File: config.mk
export PLATFORM = sky130hd
export DESIGN_NAME = axis_uart_tx_flat
export DESIGN_NICKNAME = d
export VERILOG_FILES = /design/src/rtl/axis_uart_tx_if.sv /design/src/rtl/axis_uart_tx.sv /design/src/flat_wrapper.sv
export SDC_FILE = /design/constraint.sdc
export NUM_CORES = 1
export LEC_CHECK = 0
export CORE_UTILIZATION = 30
export DETAILED_ROUTE_END_ITERATION = 6
export SKIP_LAST_GASP = 1
export SYNTH_ARGS = -nofsm -noshare
export SYNTH_HDL_FRONTEND = slang
export SYNTH_SLANG_ARGS = --single-unit
File: constraint.sdc
create_clock -name clk -period 2.7 [get_ports clk]
set_input_delay 0.27 -clock clk [delete_from_list [all_inputs] [get_ports clk]]
set_output_delay 0.27 -clock clk [all_outputs]
set_load 0.02 [all_outputs]
File: src/rtl/axis_uart_tx_if.sv
// AXI4-Stream byte channel feeding the UART transmitter.
// The master drives data/valid; the transmitter (slave) drives ready.
interface axis_uart_tx_if #(
    parameter int DATA_WIDTH = 8
);
    logic [DATA_WIDTH-1:0] tdata;
    logic                  tvalid;
    logic                  tready;

    modport master (output tdata, output tvalid, input tready);
    modport slave  (input tdata, input tvalid, output tready);
endinterface

File: src/rtl/axis_uart_tx.sv
// AXI4-Stream to UART transmitter.
// Accepts one word per frame from the stream and serialises it as
// start bit, DATA_WIDTH data bits (LSB first), optional parity bit and
// STOP_BITS stop bits, each bit lasting CLKS_PER_BIT clock cycles.
module axis_uart_tx #(
    parameter int DATA_WIDTH   = 8,
    parameter int CLKS_PER_BIT = 16,
    parameter int PARITY       = 0,   // 0 = none, 1 = odd, 2 = even
    parameter int STOP_BITS    = 1
) (
    input  logic          clk,
    input  logic          reset,
    axis_uart_tx_if.slave s,
    output logic          txd,
    output logic          busy,
    output logic          done
);

    localparam int BAUD_W = $clog2(CLKS_PER_BIT);
    localparam int BIT_W  = $clog2(DATA_WIDTH + 1);

    localparam logic [BAUD_W-1:0] BAUD_LAST  = BAUD_W'(CLKS_PER_BIT - 1);
    // done must be high during the last cycle of the final stop bit, so the
    // registered pulse is launched one cycle earlier.
    localparam logic [BAUD_W-1:0] BAUD_PRE   = BAUD_W'(CLKS_PER_BIT - 2);
    localparam logic [BIT_W-1:0]  BIT_LAST   = BIT_W'(DATA_WIDTH - 1);
    localparam logic              STOP_LAST  = 1'(STOP_BITS - 1);
    localparam logic              ODD_PARITY = (PARITY == 1);
    localparam logic              HAS_PARITY = (PARITY != 0);

    // Reject parameter values the frame format cannot express.
    if (PARITY < 0 || PARITY > 2) begin : g_bad_parity
        $error("axis_uart_tx: PARITY must be 0 (none), 1 (odd) or 2 (even)");
    end
    if (STOP_BITS < 1 || STOP_BITS > 2) begin : g_bad_stop
        $error("axis_uart_tx: STOP_BITS must be 1 or 2");
    end
    if (DATA_WIDTH < 5 || DATA_WIDTH > 9) begin : g_bad_width
        $error("axis_uart_tx: DATA_WIDTH must be in 5..9");
    end
    if (CLKS_PER_BIT < 2) begin : g_bad_baud
        $error("axis_uart_tx: CLKS_PER_BIT must be at least 2");
    end

    typedef enum logic [2:0] {
        ST_IDLE,
        ST_START,
        ST_DATA,
        ST_PARITY,
        ST_STOP
    } state_t;

    state_t                  state_q;
    logic [BAUD_W-1:0]       baud_q;
    logic [BAUD_W-1:0]       baud_d;
    logic                    bit_end;
    logic [BIT_W-1:0]        bit_q;
    logic                    stop_q;
    logic [DATA_WIDTH-1:0]   shift_q;
    logic                    par_q;
    logic                    txd_q;
    logic                    busy_q;
    logic                    done_q;
    logic                    xfer;

    // Ready only while idle; held low for every cycle reset is asserted.
    assign s.tready = (state_q == ST_IDLE) && !reset;
    assign xfer     = s.tvalid && s.tready;

    assign txd  = txd_q;
    assign busy = busy_q;
    assign done = done_q;

    // Baud counter wraps at the end of every bit period.
    always_comb begin
        bit_end = (baud_q == BAUD_LAST);
        baud_d  = bit_end ? '0 : baud_q + BAUD_W'(1);
    end

    // Frame sequencer: state, counters, shift register and registered outputs.
    // NOTE: every register here uses <= so all of them see pre-edge values of each other.
    always_ff @(posedge clk) begin
        if (reset) begin
            // NOTE: the shift register is cleared too, so an abandoned byte cannot leak into a later frame.
            state_q <= ST_IDLE;
            baud_q  <= '0;
            bit_q   <= '0;
            stop_q  <= 1'b0;
            shift_q <= '0;
            par_q   <= 1'b0;
            txd_q   <= 1'b1;
            busy_q  <= 1'b0;
            done_q  <= 1'b0;
        end else begin
            done_q <= 1'b0;
            case (state_q)
                ST_IDLE: begin
                    baud_q <= '0;
                    txd_q  <= 1'b1;
                    if (xfer) begin
                        state_q <= ST_START;
                        shift_q <= s.tdata;
                        par_q   <= (^s.tdata) ^ ODD_PARITY;
                        txd_q   <= 1'b0;
                        busy_q  <= 1'b1;
                    end
                end

                ST_START: begin
                    baud_q <= baud_d;
                    if (bit_end) begin
                        state_q <= ST_DATA;
                        bit_q   <= '0;
                        txd_q   <= shift_q[0];
                    end
                end

                ST_DATA: begin
                    baud_q <= baud_d;
                    if (bit_end) begin
                        shift_q <= shift_q >> 1;
                        if (bit_q == BIT_LAST) begin
                            bit_q <= '0;
                            if (HAS_PARITY) begin
                                state_q <= ST_PARITY;
                                txd_q   <= par_q;
                            end else begin
                                state_q <= ST_STOP;
                                stop_q  <= 1'b0;
                                txd_q   <= 1'b1;
                            end
                        end else begin
                            bit_q <= bit_q + BIT_W'(1);
                            txd_q <= shift_q[1];
                        end
                    end
                end

                ST_PARITY: begin
                    baud_q <= baud_d;
                    if (bit_end) begin
                        state_q <= ST_STOP;
                        stop_q  <= 1'b0;
                        txd_q   <= 1'b1;
                    end
                end

                ST_STOP: begin
                    baud_q <= baud_d;
                    txd_q  <= 1'b1;
                    if (stop_q == STOP_LAST && baud_q == BAUD_PRE) begin
                        done_q <= 1'b1;
                    end
                    if (bit_end) begin
                        if (stop_q == STOP_LAST) begin
                            state_q <= ST_IDLE;
                            stop_q  <= 1'b0;
                            busy_q  <= 1'b0;
                        end else begin
                            stop_q <= 1'b1;
                        end
                    end
                end

                default: begin
                    state_q <= ST_IDLE;
                    txd_q   <= 1'b1;
                    busy_q  <= 1'b0;
                end
            endcase
        end
    end

endmodule

File: src/flat_wrapper.sv
// flat-port wrapper written by rule: the top's interface ports become plain ports
module axis_uart_tx_flat 
#(
    parameter int DATA_WIDTH   = 8,
    parameter int CLKS_PER_BIT = 16,
    parameter int PARITY       = 0,                                 
    parameter int STOP_BITS    = 1
)
  (clk, reset, txd, busy, done, s_tdata, s_tvalid, s_tready);
  axis_uart_tx_if #(.DATA_WIDTH(DATA_WIDTH)) s_i ();
  input  logic clk;
  input  logic reset;
  output logic txd;
  output logic busy;
  output logic done;
  input wire logic [$bits(s_i.tdata)-1:0] s_tdata;
  input wire logic [$bits(s_i.tvalid)-1:0] s_tvalid;
  output wire logic [$bits(s_i.tready)-1:0] s_tready;
  assign s_i.tdata = s_tdata;
  assign s_i.tvalid = s_tvalid;
  assign s_tready = s_i.tready;
  axis_uart_tx #(.DATA_WIDTH(DATA_WIDTH), .CLKS_PER_BIT(CLKS_PER_BIT), .PARITY(PARITY), .STOP_BITS(STOP_BITS)) u_core (.clk(clk), .reset(reset), .s(s_i), .txd(txd), .busy(busy), .done(done));
endmodule
==> results of run 1 <==
==> cells by family after synthesis <==
family / count (synthesis) / share of synthesized area
muxes: 1 / 0.00836
xor gates and xnor gates: 2 / 0.0209
adders and majority gates: 3 / 0.0314
and+or+nand+nor: 66 / 0.309
DFF: 22 / 0.368
buffers and inverters: 11 / 0.0522
AOI/OAI and AO/OA: 33 / 0.210
==> cell type report <==
class	instances	area, µm²	area share
flip-flops and latches	22	440	0.313
clock buffers	4	55.1	0.0391
repair buffers	15	148	0.105
multi-input cells	105	694	0.493
inverters	3	11.3	0.00799
well taps	48	60.1	0.0426
==> sequential cells by signal (all words and copies together) (netlist names) <==
register	flops
u_core.busy	1
u_core.done	1
u_core.txd	1
u_core.baud_q	4
u_core.bit_q	4
u_core.state_q	3
u_core.shift_q	8
==> how the worst max path moves through the flow <==
stage,to,slack (ps)
finish,s_tready,460
global placement,u_core.shift_q[6],530
CTS,s_tready,460
detailed placement,u_core.shift_q[6],460
global route,s_tready,390
floorplan,u_core.bit_q[3],1050
==> worst min-delay path, stage by stage, from the launching register on <==
cell and delay (ps):
sky130_fd_sc_hd__dfxtp_1 320, sky130_fd_sc_hd__nand2_1 50, sky130_fd_sc_hd__a21oi_1 50
==> through the flow <==
stage | util | power, µW | worst slack (ps)
after floorplan | - | 444 | 1050
after detailed placement | 0.362 | 479 | 461
after global routing | 0.376 | 747 | 393
final | 0.376 | 709 | 463
after CTS | 0.376 | 718 | 460
after global placement | 0.362 | 477 | 535
==> metal layers <==
metal	track usage	vias up	wire length (µm)
met2	0.223	19	1200
met5	0	-	0
met1	0.166	490	1170
met3	0.0208	4	107
met4	0.0489	0	28
li1	-	529	-
==> power groups by stage <==
stage	clock, µW	sequential, µW	combinational (µW)
finish	236	360	112
global route	260	363	125
CTS	245	360	113
detailed placement	0	367	112
global placement	0	367	110
floorplan	0	362	82.2
==> synthesized netlist by cell type (all sizes together) (2+ instances only) <==
library cell  number
and3b              2
a311oi             8
clkbuf             3
o211ai             2
or3                2
nand2b             5
dfxtp             22
inv                3
o21ai              6
nand2             20
or3b               2
and3               2
a21oi             11
or4b               3
buf                5
nand4              2
xor2               2
or4                2
ha                 3
nand3              6
nor3               5
nor2              11
==> cells in the final DEF, fill, tap and decap left out, types with 2 or more instances in the layout <==
cell                              count
sky130_fd_sc_hd__dfxtp_1             22
sky130_fd_sc_hd__or4_1                2
sky130_fd_sc_hd__a311oi_1             5
sky130_fd_sc_hd__o21ai_0              6
sky130_fd_sc_hd__and3_1               2
sky130_fd_sc_hd__nor3_1               5
sky130_fd_sc_hd__or4b_1               3
sky130_fd_sc_hd__o211ai_1             2
sky130_fd_sc_hd__clkbuf_8             4
sky130_fd_sc_hd__ha_1                 3
sky130_fd_sc_hd__or3_1                2
sky130_fd_sc_hd__a21oi_1             11
sky130_fd_sc_hd__nand3_1              5
sky130_fd_sc_hd__nor2_1              11
sky130_fd_sc_hd__nand2_1             20
sky130_fd_sc_hd__a311oi_2             3
sky130_fd_sc_hd__inv_1                3
sky130_fd_sc_hd__nand4_1              2
sky130_fd_sc_hd__clkdlybuf4s50_1     14
sky130_fd_sc_hd__and3b_1              2
sky130_fd_sc_hd__nand2b_1             4
==> report_table.html, run 1 <==
<table>
<tr><th>Metric</th><th>Value</th></tr>
<tr><th colspan="2">Worst setup path</th></tr>
<tr><td>Peak fanout along the critical path</td><td>12</td></tr>
<tr><td>Combined buffer and inverter count along the critical path</td><td>1</td></tr>
<tr><td>CP top delay family</td><td>buffers and inverters</td></tr>
<tr><td>Depth of the worst register-to-register path</td><td>4</td></tr>
<tr><td>Flop-to-flop setup slack</td><td>700 ps</td></tr>
<tr><td>Endpoint arrival time on the critical path</td><td>1970 ps</td></tr>
<tr><td>Largest incremental delay on the critical path</td><td>630 ps</td></tr>
<tr><td>Worst setup SP type</td><td>register</td></tr>
<tr><td>Startpoint of the worst register-to-register path</td><td>u_core.state_q[1]</td></tr>
<tr><td>Crit. Startpoint</td><td>u_core.state_q[0]</td></tr>
<tr><td>Crit path required time</td><td>2430 ps</td></tr>
<tr><td>Total stage count of the critical path</td><td>3</td></tr>
<tr><td>Critical Path Slowest Stage Cell</td><td>sky130_fd_sc_hd__clkdlybuf4s50_1</td></tr>
<tr><td>Crit-path cells</td><td>or2_2 -&gt; nor3_1 -&gt; clkdlybuf4s50_1</td></tr>
<tr><td>Worst Path Class, Setup</td><td>reg2out</td></tr>
<tr><td>Crit end category</td><td>output port</td></tr>
<tr><td>FF-to-FF End</td><td>u_core.bit_q[3]</td></tr>
<tr><th colspan="2">Placed design</th></tr>
<tr><td>Area after DPL</td><td>0.00135 mm²</td></tr>
<tr><td>Cell count after placement</td><td>193</td></tr>
<tr><td>Port buffer count</td><td>14</td></tr>
<tr><td>Final weighted congestion in routability-driven placement</td><td>0.871</td></tr>
<tr><td>Sum of net half-perimeters after detailed placement</td><td>1.78 mm</td></tr>
<tr><th colspan="2">Outcome</th></tr>
<tr><td>Run status</td><td>finished clean</td></tr>
<tr><th colspan="2">CTS</th></tr>
<tr><td>Clock latency reported for the late side of the worst-skew pair</td><td>260 ps</td></tr>
<tr><td>Num CTS Buffers</td><td>3</td></tr>
<tr><td>Maximum count of clock buffers along a single path</td><td>2</td></tr>
<tr><td>Root Driver</td><td>sky130_fd_sc_hd__clkbuf_8</td></tr>
<tr><td>Sinks on Clock Net</td><td>22</td></tr>
<tr><td># H-tree levels</td><td>1</td></tr>
<tr><td># resized after CTS</td><td>0</td></tr>
<tr><td>Buffers inserted by post-CTS timing repair</td><td>0</td></tr>
<tr><td>Total of hold buffers inserted after clock tree synthesis</td><td>0</td></tr>
<tr><td>CTS clock-pin slew for the worst setup and hold paths</td><td>80 ps</td></tr>
<tr><td>Clock tree from TritonCTS</td><td>built</td></tr>
<tr><th colspan="2">Pwr</th></tr>
<tr><td>Switching fraction of total power</td><td>0.257</td></tr>
<tr><td>Sequential fraction of design power</td><td>0.508</td></tr>
<tr><td>Part of the total power dissipated in combinational logic</td><td>0.159</td></tr>
<tr><td>Static leakage</td><td>0.000483 µW</td></tr>
<tr><td>Portion of total power attributed to the clock network</td><td>0.333</td></tr>
<tr><td>Net switching power</td><td>182 µW</td></tr>
<tr><td>Power Density</td><td>503 mW/mm²</td></tr>
<tr><td>Maximum vdd ir drop</td><td>0.000190 V</td></tr>
<tr><td>Total internal power</td><td>526 µW</td></tr>
<tr><th colspan="2">STA</th></tr>
<tr><td>Max frequency</td><td>447 MHz</td></tr>
<tr><td>Minimum clock period</td><td>2240 ps</td></tr>
<tr><td>Worst hold slack after final layout</td><td>458 ps</td></tr>
<tr><td>RSZ-0062 raised after global routing</td><td>false</td></tr>
<tr><td>Final Setup Violations</td><td>0</td></tr>
<tr><td>Final slew viol count</td><td>0</td></tr>
<tr><td>Total count of hold-check failures in the final report</td><td>0</td></tr>
<tr><td>Worst clock skew</td><td>1.22 ps</td></tr>
<tr><td>Share of the clock period used by the worst path</td><td>0.828</td></tr>
<tr><td>Slew of the pin with the lowest slew margin</td><td>621 ps</td></tr>
<tr><td>Slew HR</td><td>0.585</td></tr>
<tr><td>Final-layout setup total negative slack</td><td>0 ps</td></tr>
<tr><th colspan="2">Drt</th></tr>
<tr><td>Per-cell routed wire length</td><td>12.7 µm</td></tr>
<tr><td>DR vias</td><td>1042</td></tr>
<tr><td>Number of routed nets with antenna violations</td><td>0</td></tr>
<tr><td>Drt initial violations</td><td>38</td></tr>
<tr><td>Per-cell via count in the routed design</td><td>5.29</td></tr>
<tr><td>Pre-antenna DRT Iters</td><td>6</td></tr>
<tr><td>Residual DRC</td><td>0</td></tr>
<tr><td>Wire length after detailed routing</td><td>2.50 mm</td></tr>
<tr><th colspan="2">Global routing</th></tr>
<tr><td>Vias in the first global route</td><td>981</td></tr>
<tr><td>Aggregate global routing overflow</td><td>0</td></tr>
<tr><td>Maximum number of pins on one net before global-route repair</td><td>26</td></tr>
<tr><td>Antenna violations before repair</td><td>0</td></tr>
<tr><td>Total track usage</td><td>0.131</td></tr>
<tr><td>Wire length of the first global-routing pass</td><td>4.34 mm</td></tr>
<tr><th colspan="2">Floorplan</th></tr>
<tr><td>Number of core rows</td><td>22</td></tr>
<tr><td>Core Box Area</td><td>0.00374 mm²</td></tr>
<tr><td>Starting utilization of the core area</td><td>0.320</td></tr>
<tr><td>Total die area</td><td>0.00425 mm²</td></tr>
<tr><td>Top-Level Pins</td><td>15</td></tr>
<tr><td>Die W</td><td>65.2 µm</td></tr>
<tr><td>Height of the die</td><td>65.2 µm</td></tr>
<tr><th colspan="2">Logic synthesis</th></tr>
<tr><td>Register area share after synthesis</td><td>0.368</td></tr>
<tr><td>Cells taking the most area after synthesis</td><td>sky130_fd_sc_hd__dfxtp_1 37%, sky130_fd_sc_hd__nand2_1 6.3%, sky130_fd_sc_hd__a21oi_1 4.6%</td></tr>
<tr><td>Average footprint of a synthesized cell</td><td>8.68 µm²</td></tr>
<tr><td>Library cell occupying the most area in the post-synthesis netlist</td><td>sky130_fd_sc_hd__dfxtp_1</td></tr>
<tr><td>FFs w/ async S/R, synth</td><td>0</td></tr>
<tr><td>Number of flip-flops and latches in the synthesized netlist</td><td>22</td></tr>
<tr><td>Net Count, Synth</td><td>152</td></tr>
<tr><td>Post-synth cell types</td><td>40</td></tr>
<tr><td>Fraction of synthesized cell area taken by the top area cell type</td><td>0.368</td></tr>
<tr><td>EDFF count, synth</td><td>0</td></tr>
<tr><td>Primary FF master, synth</td><td>sky130_fd_sc_hd__dfxtp_1</td></tr>
<tr><td>Number of standard cells after synthesis</td><td>138</td></tr>
<tr><td>Yosys warning total</td><td>0</td></tr>
<tr><td>Netlist area before placement</td><td>0.00120 mm²</td></tr>
<tr><th colspan="2">Cells and area</th></tr>
<tr><td>Number of antenna cells inserted</td><td>0</td></tr>
<tr><td>Final standard cell count with taps included and fillers excluded</td><td>197</td></tr>
<tr><td>Number of inserted filler cells in the final layout</td><td>406</td></tr>
<tr><td>Share of final-layout standard cells stronger than drive strength 1</td><td>0.114</td></tr>
<tr><td>Area added between synthesis and finish</td><td>17.7%</td></tr>
<tr><td>Design area</td><td>0.00141 mm²</td></tr>
<tr><td>Net total in the final layout</td><td>164</td></tr>
<tr><th colspan="2">Job</th></tr>
<tr><td># Max-Cap Violations</td><td>0</td></tr>
<tr><th colspan="2">Worst hold path</th></tr>
<tr><td>Worst hold path type</td><td>reg2reg</td></tr>
<tr><td>Destination of the worst hold path</td><td>u_core.busy</td></tr>
<tr><td>Hold path startpoint</td><td>u_core.busy</td></tr>
<tr><td>Cell depth of the worst min-delay path</td><td>2</td></tr>
</table>
Note: power is estimated with default switching activity, not from simulation.
==> run 2, diff against run 1 <==
==> constraint.sdc (replaced) <==
create_clock -name clk -period 2.25 [get_ports clk]
set_input_delay 0.225 -clock clk [delete_from_list [all_inputs] [get_ports clk]]
set_output_delay 0.225 -clock clk [all_outputs]
set_load 0.02 [all_outputs]
==> report_table.html, run 2 (synthesized netlist as in run 1, its figures left out) <==
<table>
<tr><th>Metric</th><th>Value</th></tr>
<tr><th colspan="2">CTS</th></tr>
<tr><td>Clock latency reported for the late side of the worst-skew pair</td><td>260 ps (about the same)</td></tr>
<tr><td>Sinks on Clock Net</td><td>22 (unchanged)</td></tr>
<tr><td>Root Driver</td><td>sky130_fd_sc_hd__clkbuf_8</td></tr>
<tr><td>Total of hold buffers inserted after clock tree synthesis</td><td>0 (unchanged)</td></tr>
<tr><td>Num CTS Buffers</td><td>3 (unchanged)</td></tr>
<tr><td>Buffers inserted by post-CTS timing repair</td><td>0 (unchanged)</td></tr>
<tr><td>Clock tree from TritonCTS</td><td>built</td></tr>
<tr><td>CTS clock-pin slew for the worst setup and hold paths</td><td>80 ps (about the same)</td></tr>
<tr><td>Maximum count of clock buffers along a single path</td><td>2 (unchanged)</td></tr>
<tr><td># H-tree levels</td><td>1 (unchanged)</td></tr>
<tr><td># resized after CTS</td><td>0 (unchanged)</td></tr>
<tr><th colspan="2">Worst setup path</th></tr>
<tr><td>Worst setup SP type</td><td>register</td></tr>
<tr><td>Crit path required time</td><td>2030 ps (-400 ps)</td></tr>
<tr><td>Depth of the worst register-to-register path</td><td>4 (unchanged)</td></tr>
<tr><td>Critical Path Sink</td><td>s_tready</td></tr>
<tr><td>Peak fanout along the critical path</td><td>15 (+3)</td></tr>
<tr><td>Worst Path Class, Setup</td><td>reg2out</td></tr>
<tr><td>Crit. Startpoint</td><td>u_core.state_q[1]</td></tr>
<tr><td>Endpoint arrival time on the critical path</td><td>1920 ps (-50 ps)</td></tr>
<tr><td>Flop-to-flop setup slack</td><td>340 ps (-360 ps)</td></tr>
<tr><td>FF-to-FF End</td><td>u_core.shift_q[6]</td></tr>
<tr><td>Startpoint of the worst register-to-register path</td><td>u_core.state_q[1]</td></tr>
<tr><td>Crit end category</td><td>output port</td></tr>
<tr><th colspan="2">Outcome</th></tr>
<tr><td>Run status</td><td>finished clean</td></tr>
<tr><th colspan="2">Drt</th></tr>
<tr><td>Wire length after detailed routing</td><td>2.58 mm (+3.2%)</td></tr>
<tr><td>Per-cell via count in the routed design</td><td>5.34 (+0.99%)</td></tr>
<tr><td>Pre-antenna DRT Iters</td><td>4 (-2)</td></tr>
<tr><td>Drt initial violations</td><td>39 (+2.6%)</td></tr>
<tr><td>Met2 WL post-DR</td><td>1.27 mm (+6.1%)</td></tr>
<tr><td>Highest routed layer</td><td>met4</td></tr>
<tr><td>Per-cell routed wire length</td><td>12.8 µm (+0.64%)</td></tr>
<tr><td>Number of routed nets with antenna violations</td><td>0 (unchanged)</td></tr>
<tr><td>Residual DRC</td><td>0 (unchanged)</td></tr>
<tr><td>M1 WL</td><td>1.19 mm (+1.2%)</td></tr>
<tr><td>DR WL met3</td><td>84 µm (-21%)</td></tr>
<tr><td>DR vias</td><td>1079 (+3.6%)</td></tr>
<tr><th colspan="2">Cells and area</th></tr>
<tr><td>Largest registers ranked by flip-flop count</td><td>u_core.shift_q x8, u_core.baud_q x4, u_core.bit_q x4</td></tr>
<tr><td>Share of final-layout standard cells stronger than drive strength 1</td><td>0.143 (+0.0288)</td></tr>
<tr><td>Number of inserted filler cells in the final layout</td><td>396 (-2.5%)</td></tr>
<tr><td>Register bank with the most flops</td><td>u_core.shift_q</td></tr>
<tr><td>Final standard cell count with taps included and fillers excluded</td><td>202 (+2.5%)</td></tr>
<tr><td>Most frequent standard cell in the layout excluding fill and tap cells</td><td>sky130_fd_sc_hd__dfxtp_1</td></tr>
<tr><td>Largest register FFs</td><td>8 (unchanged)</td></tr>
<tr><td>Number of antenna cells inserted</td><td>0 (unchanged)</td></tr>
<tr><td>Design area</td><td>0.00145 mm² (+2.7%)</td></tr>
<tr><td>Net total in the final layout</td><td>169 (+3.0%)</td></tr>
<tr><td>Top library cells by usage in the layout, fill and taps aside</td><td>22 x sky130_fd_sc_hd__dfxtp_1, 20 x sky130_fd_sc_hd__nand2_1, 14 x sky130_fd_sc_hd__clkdlybuf4s50_1</td></tr>
<tr><td>Area added between synthesis and finish</td><td>20.8%</td></tr>
<tr><th colspan="2">Pwr</th></tr>
<tr><td>Power Density</td><td>595 mW/mm² (+18%)</td></tr>
<tr><td>Net switching power</td><td>222 µW (+22%)</td></tr>
<tr><td>Switching fraction of total power</td><td>0.259 (+0.00113)</td></tr>
<tr><td>Post-layout power</td><td>860 µW (+21%)</td></tr>
<tr><td>Portion of total power attributed to the clock network</td><td>0.332 (about the same)</td></tr>
<tr><td>Static leakage</td><td>0.000510 µW (+5.5%)</td></tr>
<tr><td>Maximum vdd ir drop</td><td>0.000229 V (+21%)</td></tr>
<tr><td>Sequential fraction of design power</td><td>0.494 (-0.014)</td></tr>
<tr><td>Part of the total power dissipated in combinational logic</td><td>0.174 (+0.015)</td></tr>
<tr><td>Total internal power</td><td>638 µW (+21%)</td></tr>
<tr><th colspan="2">STA</th></tr>
<tr><td>Final Setup Violations</td><td>0 (unchanged)</td></tr>
<tr><td>Share of the clock period used by the worst path</td><td>0.953</td></tr>
<tr><td>Slew HR</td><td>0.599 (+0.0143)</td></tr>
<tr><td>Slew of the pin with the lowest slew margin</td><td>601 ps (-20.3 ps)</td></tr>
<tr><td>RSZ-0062 raised after global routing</td><td>false</td></tr>
<tr><td>Minimum clock period</td><td>2140 ps</td></tr>
<tr><td>Final slew viol count</td><td>0 (unchanged)</td></tr>
<tr><td>Worst clock skew</td><td>5.13 ps (+3.91 ps)</td></tr>
<tr><td>Total count of hold-check failures in the final report</td><td>0 (unchanged)</td></tr>
<tr><td>Final-layout setup total negative slack</td><td>0 ps (unchanged)</td></tr>
<tr><td>Max frequency</td><td>466 MHz</td></tr>
<tr><td>Worst hold slack after final layout</td><td>463 ps (+4.29 ps)</td></tr>
<tr><th colspan="2">Placed design</th></tr>
<tr><td>Cell count after placement</td><td>198 (+2.6%)</td></tr>
<tr><td>Area after DPL</td><td>0.00139 mm² (+2.8%)</td></tr>
<tr><td>Port buffer count</td><td>14 (unchanged)</td></tr>
<tr><td>Sum of net half-perimeters after detailed placement</td><td>1.87 mm (+5.1%)</td></tr>
<tr><td>Final weighted congestion in routability-driven placement</td><td>0.816 (-6.4%)</td></tr>
<tr><th colspan="2">Global routing</th></tr>
<tr><td>Aggregate global routing overflow</td><td>0 (unchanged)</td></tr>
<tr><td>Wire length of the first global-routing pass</td><td>4.58 mm (+5.6%)</td></tr>
<tr><td>Antenna violations before repair</td><td>0 (unchanged)</td></tr>
<tr><td>Vias in the first global route</td><td>1050 (+7.0%)</td></tr>
<tr><td>Total track usage</td><td>0.138 (+0.00687)</td></tr>
<tr><td>Maximum number of pins on one net before global-route repair</td><td>26 (unchanged)</td></tr>
<tr><th colspan="2">Floorplan</th></tr>
<tr><td>Core Box Area</td><td>0.00374 mm² (unchanged)</td></tr>
<tr><td>Number of core rows</td><td>22 (unchanged)</td></tr>
<tr><td>Height of the die</td><td>65.2 µm (unchanged)</td></tr>
<tr><td>Total die area</td><td>0.00425 mm² (unchanged)</td></tr>
<tr><td>Die W</td><td>65.2 µm (unchanged)</td></tr>
<tr><td>Starting utilization of the core area</td><td>0.320 (unchanged)</td></tr>
<tr><td>Top-Level Pins</td><td>15 (unchanged)</td></tr>
<tr><th colspan="2">Job</th></tr>
<tr><td># Max-Cap Violations</td><td>0 (unchanged)</td></tr>
<tr><th colspan="2">Worst hold path</th></tr>
<tr><td>Worst hold path type</td><td>reg2reg</td></tr>
</table>
## run 2: cell types whose count changed in the layout (fill, tap and decap cells not counted), sizes merged
cell  before  now
buf        1    6
## run 2: area by class of cell
class,count,area [µm²],area share
multi-input cells,105,694,0.480
well taps,48,60.1,0.0415
inverters,3,11.3,0.00779
repair buffers,20,185,0.128
clock buffers,4,55.1,0.0381
flip-flops and latches,22,440,0.304
## run 2: power groups by stage
| stage | clock network [µW] | logic (µW) | registers, µW |
|---|---|---|---|
| 3_3_place_gp | 0 | 146 | 433 |
| 2_1_floorplan | 0 | 98.6 | 435 |
| 6_report | 285 | 150 | 425 |
| 3_5_place_dp | 0 | 149 | 434 |
| 4_1_cts | 295 | 150 | 425 |
| 5_1_grt | 311 | 166 | 429 |
## run 2: per-stage QoR
step,setup slack (ps),utilization
floorplan,596,-
global placement,206,0.372
detailed placement,124,0.372
CTS,93.2,0.386
global route,3.80,0.386
finish,106,0.386
## run 2: how the worst min path moves through the flow
| stage | startpoint | end | slack (ps) | depth (start not counted) |
|---|---|---|---|---|
| 3_3_place_gp | u_core.busy | u_core.busy | 450 | 2 |
| 6_report | u_core.busy | u_core.busy | 460 | 2 |
| 5_1_grt | u_core.busy | u_core.busy | 510 | 2 |
| 2_1_floorplan | reset | u_core.baud_q[3] | 310 | 1 |
| 3_5_place_dp | u_core.busy | u_core.busy | 450 | 2 |
| 4_1_cts | u_core.busy | u_core.busy | 460 | 2 |
## run 2: per-layer routing
metal,vias up,track usage
li1,536,-
met4,0,0.0734
met1,520,0.170
met5,-,0
met3,5,0.0208
met2,18,0.231
## run 2: critical path, cell delays in order (launching register included)
cell,delay (ps)
sky130_fd_sc_hd__dfxtp_1,470
sky130_fd_sc_hd__or2_2,410
sky130_fd_sc_hd__nor3_1,140
sky130_fd_sc_hd__clkdlybuf4s50_1,630
==> run 3, diff against run 2 <==
--- a/config.mk
+++ b/config.mk
@@ -5,8 +5,10 @@
 export SDC_FILE = /design/constraint.sdc
 export NUM_CORES = 1
 export LEC_CHECK = 0
-export CORE_UTILIZATION = 30
+export ABC_CLOCK_PERIOD_IN_PS = 2250
+export CORE_UTILIZATION = 50
 export DETAILED_ROUTE_END_ITERATION = 6
+export PLACE_DENSITY = 0.73
 export SKIP_LAST_GASP = 1
 export SYNTH_ARGS = -nofsm -noshare
 export SYNTH_HDL_FRONTEND = slang
==> report_table.html, run 3 (synthesized netlist as in run 1, its figures left out) <==
<table>
<tr><th>Metric</th><th>Value</th></tr>
<tr><th colspan="2">CTS</th></tr>
<tr><td>Maximum count of clock buffers along a single path</td><td>2 (unchanged)</td></tr>
<tr><td>Clock latency reported for the late side of the worst-skew pair</td><td>300 ps (+40 ps)</td></tr>
<tr><td>Root Driver</td><td>sky130_fd_sc_hd__clkbuf_4</td></tr>
<tr><td># H-tree levels</td><td>1 (unchanged)</td></tr>
<tr><td>CTS clock-pin slew for the worst setup and hold paths</td><td>110 ps (+30 ps)</td></tr>
<tr><td>Total of hold buffers inserted after clock tree synthesis</td><td>0 (unchanged)</td></tr>
<tr><td>Clock tree from TritonCTS</td><td>built</td></tr>
<tr><td>Sinks on Clock Net</td><td>22 (unchanged)</td></tr>
<tr><td>Num CTS Buffers</td><td>3 (unchanged)</td></tr>
<tr><th colspan="2">Pwr</th></tr>
<tr><td>Sequential fraction of design power</td><td>0.563 (+0.069)</td></tr>
<tr><td>Switching fraction of total power</td><td>0.280 (+0.0210)</td></tr>
<tr><td>Maximum vdd ir drop</td><td>0.000295 V (+29%)</td></tr>
<tr><td>Net switching power</td><td>211 µW (-5.0%)</td></tr>
<tr><td>Static leakage</td><td>0.000490 µW (-3.9%)</td></tr>
<tr><td>Total internal power</td><td>545 µW (-15%)</td></tr>
<tr><td>Part of the total power dissipated in combinational logic</td><td>0.201 (+0.027)</td></tr>
<tr><td>Portion of total power attributed to the clock network</td><td>0.236 (-0.096)</td></tr>
<tr><td>Power Density</td><td>547 mW/mm² (-8.1%)</td></tr>
<tr><th colspan="2">Global routing</th></tr>
<tr><td>Aggregate global routing overflow</td><td>0 (unchanged)</td></tr>
<tr><td>Antenna violations before repair</td><td>0 (unchanged)</td></tr>
<tr><td>Wire length of the first global-routing pass</td><td>4.49 mm (-2.0%)</td></tr>
<tr><td>Vias in the first global route</td><td>1008 (-4.0%)</td></tr>
<tr><td>Total track usage</td><td>0.228 (+0.0900)</td></tr>
<tr><td>Maximum number of pins on one net before global-route repair</td><td>26 (unchanged)</td></tr>
<tr><th colspan="2">STA</th></tr>
<tr><td>Slew HR</td><td>0.597 (-0.00172)</td></tr>
<tr><td>Minimum clock period</td><td>2090 ps (-49.2 ps)</td></tr>
<tr><td>Worst hold slack after final layout</td><td>464 ps (+1.29 ps)</td></tr>
<tr><td>Worst clock skew</td><td>3.58 ps (-1.55 ps)</td></tr>
<tr><td>Final slew viol count</td><td>0 (unchanged)</td></tr>
<tr><td>Slew of the pin with the lowest slew margin</td><td>603 ps (+2.57 ps)</td></tr>
<tr><td>Final-layout setup total negative slack</td><td>0 ps (unchanged)</td></tr>
<tr><td>Final Setup Violations</td><td>0 (unchanged)</td></tr>
<tr><td>Max frequency</td><td>477 MHz (+2.3%)</td></tr>
<tr><td>RSZ-0062 raised after global routing</td><td>false</td></tr>
<tr><td>Total count of hold-check failures in the final report</td><td>0 (unchanged)</td></tr>
<tr><td>Share of the clock period used by the worst path</td><td>0.931 (-0.0219)</td></tr>
<tr><th colspan="2">Floorplan</th></tr>
<tr><td>Height of the die</td><td>50.9 µm (-22%)</td></tr>
<tr><td>Core Box Area</td><td>0.00223 mm² (-40%)</td></tr>
<tr><td>Total die area</td><td>0.00259 mm² (-39%)</td></tr>
<tr><td>Die W</td><td>50.9 µm (-22%)</td></tr>
<tr><td>Starting utilization of the core area</td><td>0.536 (+0.216)</td></tr>
<tr><td>Top-Level Pins</td><td>15 (unchanged)</td></tr>
<tr><td>Number of core rows</td><td>17 (-23%)</td></tr>
<tr><th colspan="2">Worst hold path</th></tr>
<tr><td>Worst hold path type</td><td>reg2reg</td></tr>
<tr><th colspan="2">Cells and area</th></tr>
<tr><td>Area added between synthesis and finish</td><td>15.5%</td></tr>
<tr><td>Share of final-layout standard cells stronger than drive strength 1</td><td>0.138 (-0.00470)</td></tr>
<tr><td>Top library cells by usage in the layout, fill and taps aside</td><td>21 x sky130_fd_sc_hd__dfxtp_1, 20 x sky130_fd_sc_hd__nand2_1, 14 x sky130_fd_sc_hd__clkdlybuf4s50_1</td></tr>
<tr><td>Register bank with the most flops</td><td>u_core.shift_q</td></tr>
<tr><td>Most frequent standard cell in the layout excluding fill and tap cells</td><td>sky130_fd_sc_hd__dfxtp_1</td></tr>
<tr><td>Largest registers ranked by flip-flop count</td><td>u_core.shift_q x8, u_core.baud_q x4, u_core.bit_q x4</td></tr>
<tr><td>Number of antenna cells inserted</td><td>0 (unchanged)</td></tr>
<tr><td>Net total in the final layout</td><td>168 (-0.59%)</td></tr>
<tr><td>Number of inserted filler cells in the final layout</td><td>208 (-47%)</td></tr>
<tr><td>Largest register FFs</td><td>8 (unchanged)</td></tr>
<tr><th colspan="2">Worst setup path</th></tr>
<tr><td>Peak fanout along the critical path</td><td>15 (unchanged)</td></tr>
<tr><td>Worst setup SP type</td><td>register</td></tr>
<tr><td>Endpoint arrival time on the critical path</td><td>1870 ps (-50 ps)</td></tr>
<tr><td>Worst Path Class, Setup</td><td>reg2out</td></tr>
<tr><td>Crit end category</td><td>output port</td></tr>
<tr><td>Crit path required time</td><td>2030 ps (about the same)</td></tr>
<tr><th colspan="2">Placed design</th></tr>
<tr><td>Final weighted congestion in routability-driven placement</td><td>0.876 (+7.4%)</td></tr>
<tr><td>Sum of net half-perimeters after detailed placement</td><td>1.81 mm (-3.5%)</td></tr>
<tr><td>Port buffer count</td><td>14 (unchanged)</td></tr>
<tr><th colspan="2">Drt</th></tr>
<tr><td>Number of routed nets with antenna violations</td><td>0 (unchanged)</td></tr>
<tr><td>Residual DRC</td><td>0 (unchanged)</td></tr>
<tr><td>Per-cell via count in the routed design</td><td>6.09 (+14%)</td></tr>
<tr><td>Wire length after detailed routing</td><td>2.58 mm (-0.27%)</td></tr>
<tr><td>DR vias</td><td>1096 (+1.6%)</td></tr>
<tr><td>Per-cell routed wire length</td><td>14.3 µm (+12%)</td></tr>
<tr><td>Drt initial violations</td><td>27 (-31%)</td></tr>
<tr><td>Pre-antenna DRT Iters</td><td>4 (unchanged)</td></tr>
<tr><th colspan="2">Outcome</th></tr>
<tr><td>Run status</td><td>finished clean</td></tr>
<tr><th colspan="2">Job</th></tr>
<tr><td># Max-Cap Violations</td><td>0 (unchanged)</td></tr>
</table>
-- run 3: changes by cell type in the layout (fill, tap and decap cells not counted), sizes merged --
cell and change:
clkbuf -1, buf -1
-- run 3: per-layer routing --
| layer | routed length [µm] | vias to the layer above | global-route usage | part of all wire |
|---|---|---|---|---|
| met3 | 116 | 6 | 0.0298 | 0.045 |
| met5 | 0 | - | 0 | 0 |
| met1 | 1210 | 521 | 0.305 | 0.47 |
| met2 | 1190 | 32 | 0.371 | 0.46 |
| li1 | - | 537 | - | - |
| met4 | 54 | 0 | 0.0880 | 0.021 |
-- run 3: worst max-delay path, cell delays in order, from the launching register on --
cell,delay [ps]
sky130_fd_sc_hd__dfxtp_2,420
sky130_fd_sc_hd__or2_2,370
sky130_fd_sc_hd__nor3_1,150
sky130_fd_sc_hd__clkdlybuf4s50_1,630
-- run 3: through the flow --
stage / cell area [µm²] / cells / setup slack [ps] / power, µW / utilization
after global routing: 1380 / 180 / 65.6 / 794 / 0.619
after floorplan: 1200 / 138 / 596 / 533 / -
after detailed placement: 1360 / 177 / 125 / 584 / 0.608
after CTS: 1380 / 180 / 52.1 / 759 / 0.618
after global placement: 1360 / 177 / 221 / 579 / 0.608
final: 1380 / 180 / 155 / 756 / 0.619
-- run 3: worst paths after layout --
check / startpoint / endpoint / slack, ps / depth (start not counted)
hold / removal: u_core.busy / u_core.busy / 460 / 2
hold reg to reg: u_core.busy / u_core.busy / 460 / 2
setup / recovery: u_core.state_q[1] / s_tready / 160 / 3
setup reg to reg: u_core.baud_q[1] / u_core.bit_q[3] / 380 / 5
-- run 3: cell type report --
cell class                 instances  area [µm²]  area share
multi-input combinational        105         694       0.502
sequential                        22         442       0.319
timing repair buffer              19         178       0.129
tap                               28        35.0      0.0253
clock buffer                       3        22.5      0.0163
inverter                           3        11.3     0.00814
-- run 3: what timing repair did --
item	4_1_cts	5_1_grt
resized for setup	0	1
endpoints found under the setup margin	0	1
hold endpoints to repair	0	0
buffers inserted	0	0
-- run 3: power groups by stage --
stage	clock network [µW]	registers (µW)	logic (µW)
2_1_floorplan	0	435	98.6
3_3_place_gp	0	433	146
3_5_place_dp	0	434	151
4_1_cts	181	425	153
5_1_grt	199	429	167
6_report	178	425	152
==> RTL edit, RTL diff (flow settings as in run 3) <==
Put one more register stage on the output `txd`, without a reset. The value now appears one clock later. The other outputs are not delayed to match.
--- a/src/rtl/axis_uart_tx.sv
+++ b/src/rtl/axis_uart_tx.sv
@@ -67,7 +67,9 @@
     assign s.tready = (state_q == ST_IDLE) && !reset;
     assign xfer     = s.tvalid && s.tready;
 
-    assign txd  = txd_q;
+    always_ff @(posedge clk) begin
+        txd <= txd_q;
+    end
     assign busy = busy_q;
     assign done = done_q;
 
Check against the original RTL: not equivalent (Yosys sat finds a counterexample within 4 cycles, from zero or initial values and one cycle with reset high).
==> RTL edit against run 3 <==
  * Power rose by 6.1%
  * Die area fell by 0.80%
  * Final cell count fell by 2.8%
  * Routed wire length fell by 8.7%
  * Synthesized area fell by 0.84%
  * Count of clock-buffer cells in the layout rose by 1
  * Sequential cell count rose by 1
  * Critical path depth did not move
  * Utilization fell by 0.11 points
  * Cell area fell by 0.18%
  * Setup slack got worse by 0.0034 ns
==> RTL edit: results (changes against run 3) <==
| Metric | Value |
|---|---|
| Sequential fraction of the synthesis area | 38.8% (+2.0 points) |
| Layout cell share with drive strength beyond 1 | 10.9% (-2.9 points) |
| CTS clk-pin slew, worst paths | 0.13 ns (+0.02 ns) |
| Final net count | 162 (-3.6%) |
| Met1 Use GR | 29.9% (-0.51 points) |
| Synthesized-area fraction occupied by adder cells | 3.16% (+0.026 points) |
| WL met1 | 1.20 mm (-1.1%) |
| Post-synthesis compound-gate area fraction | 21.7% (+0.70 points) |
| Dpl cells | 171 (-3.4%) |
| Largest net degree at the start of global routing | 17 (-35%) |
| Setup Skew | 0.0119 ns (+0.00835 ns) |
| Initial DRC Count | 32 (+19%) |
| Status | completed |
| Leakage | 0.000492 uW (+0.53%) |
| Dpl ws | 0.333 ns (+0.208 ns) |
| Mapped Nets | 147 (-3.3%) |
| Global-route met3 utilization | 2.73% (-0.25 points) |
| Combinational power | 166 uW (+9%) |
| Synth area leaders | dfxtp_1 39%, mux2i_1 6.7%, a21oi_1 4.2% |
| Final Power | 802 uW (+6.1%) |
| Layout Cells excl Fill | 175 (-2.8%) |
| Hpwl dp | 1.68 mm (-7.2%) |
| Average wire per standard cell | 13.4 um (-6.1%) |
| GR Util All Layers | 21.0% (-1.8 points) |
| Peak supply drop | 340 uV (+15%) |
| Post-synthesis mux area share | 6.74% (+5.9 points) |
| Net switching power | 222 uW (+5.3%) |
| Met2 WL | 1.00 mm (-16%) |
| Syn Area/Cell | 8.93 sq um (+2.9%) |
==> RTL edit: cell types whose count changed after synthesis, sizes merged, moves of 3 or more <==
cell,change
nand2b,-3
a311oi,-7
mux2i,+7
a211oi,+8
o31ai,+3
or4b,-3
nand2,-14
==> RTL edit: final timing paths <==
check | to | cells after the start | startpoint | slack (ns)
setup reg to reg | u_core.state_q[1]$_SDFFE_PP0P_ | 5 | u_core.baud_q[1]$_SDFFE_PP0P_ | 0.49
hold reg to reg | u_core.txd$_DFF_P_ | 0 | u_core.txd_q$_SDFFE_PP1P_ | 0.37
hold / removal | u_core.txd$_DFF_P_ | 0 | u_core.txd_q$_SDFFE_PP1P_ | 0.37
setup / recovery | s_tready | 3 | u_core.state_q[1]$_SDFFE_PP0P_ | 0.15
==> RTL edit: layout make-up <==
cell class / count / area, sq um
Multi-Input combinational cell: 97 / 661
Clock buffer: 4 / 26.3
Inverter: 3 / 11.3
Tap cell: 28 / 35.0
Fill cell: 209 / 853
Sequential cell: 23 / 462
Timing Repair Buffer: 20 / 185
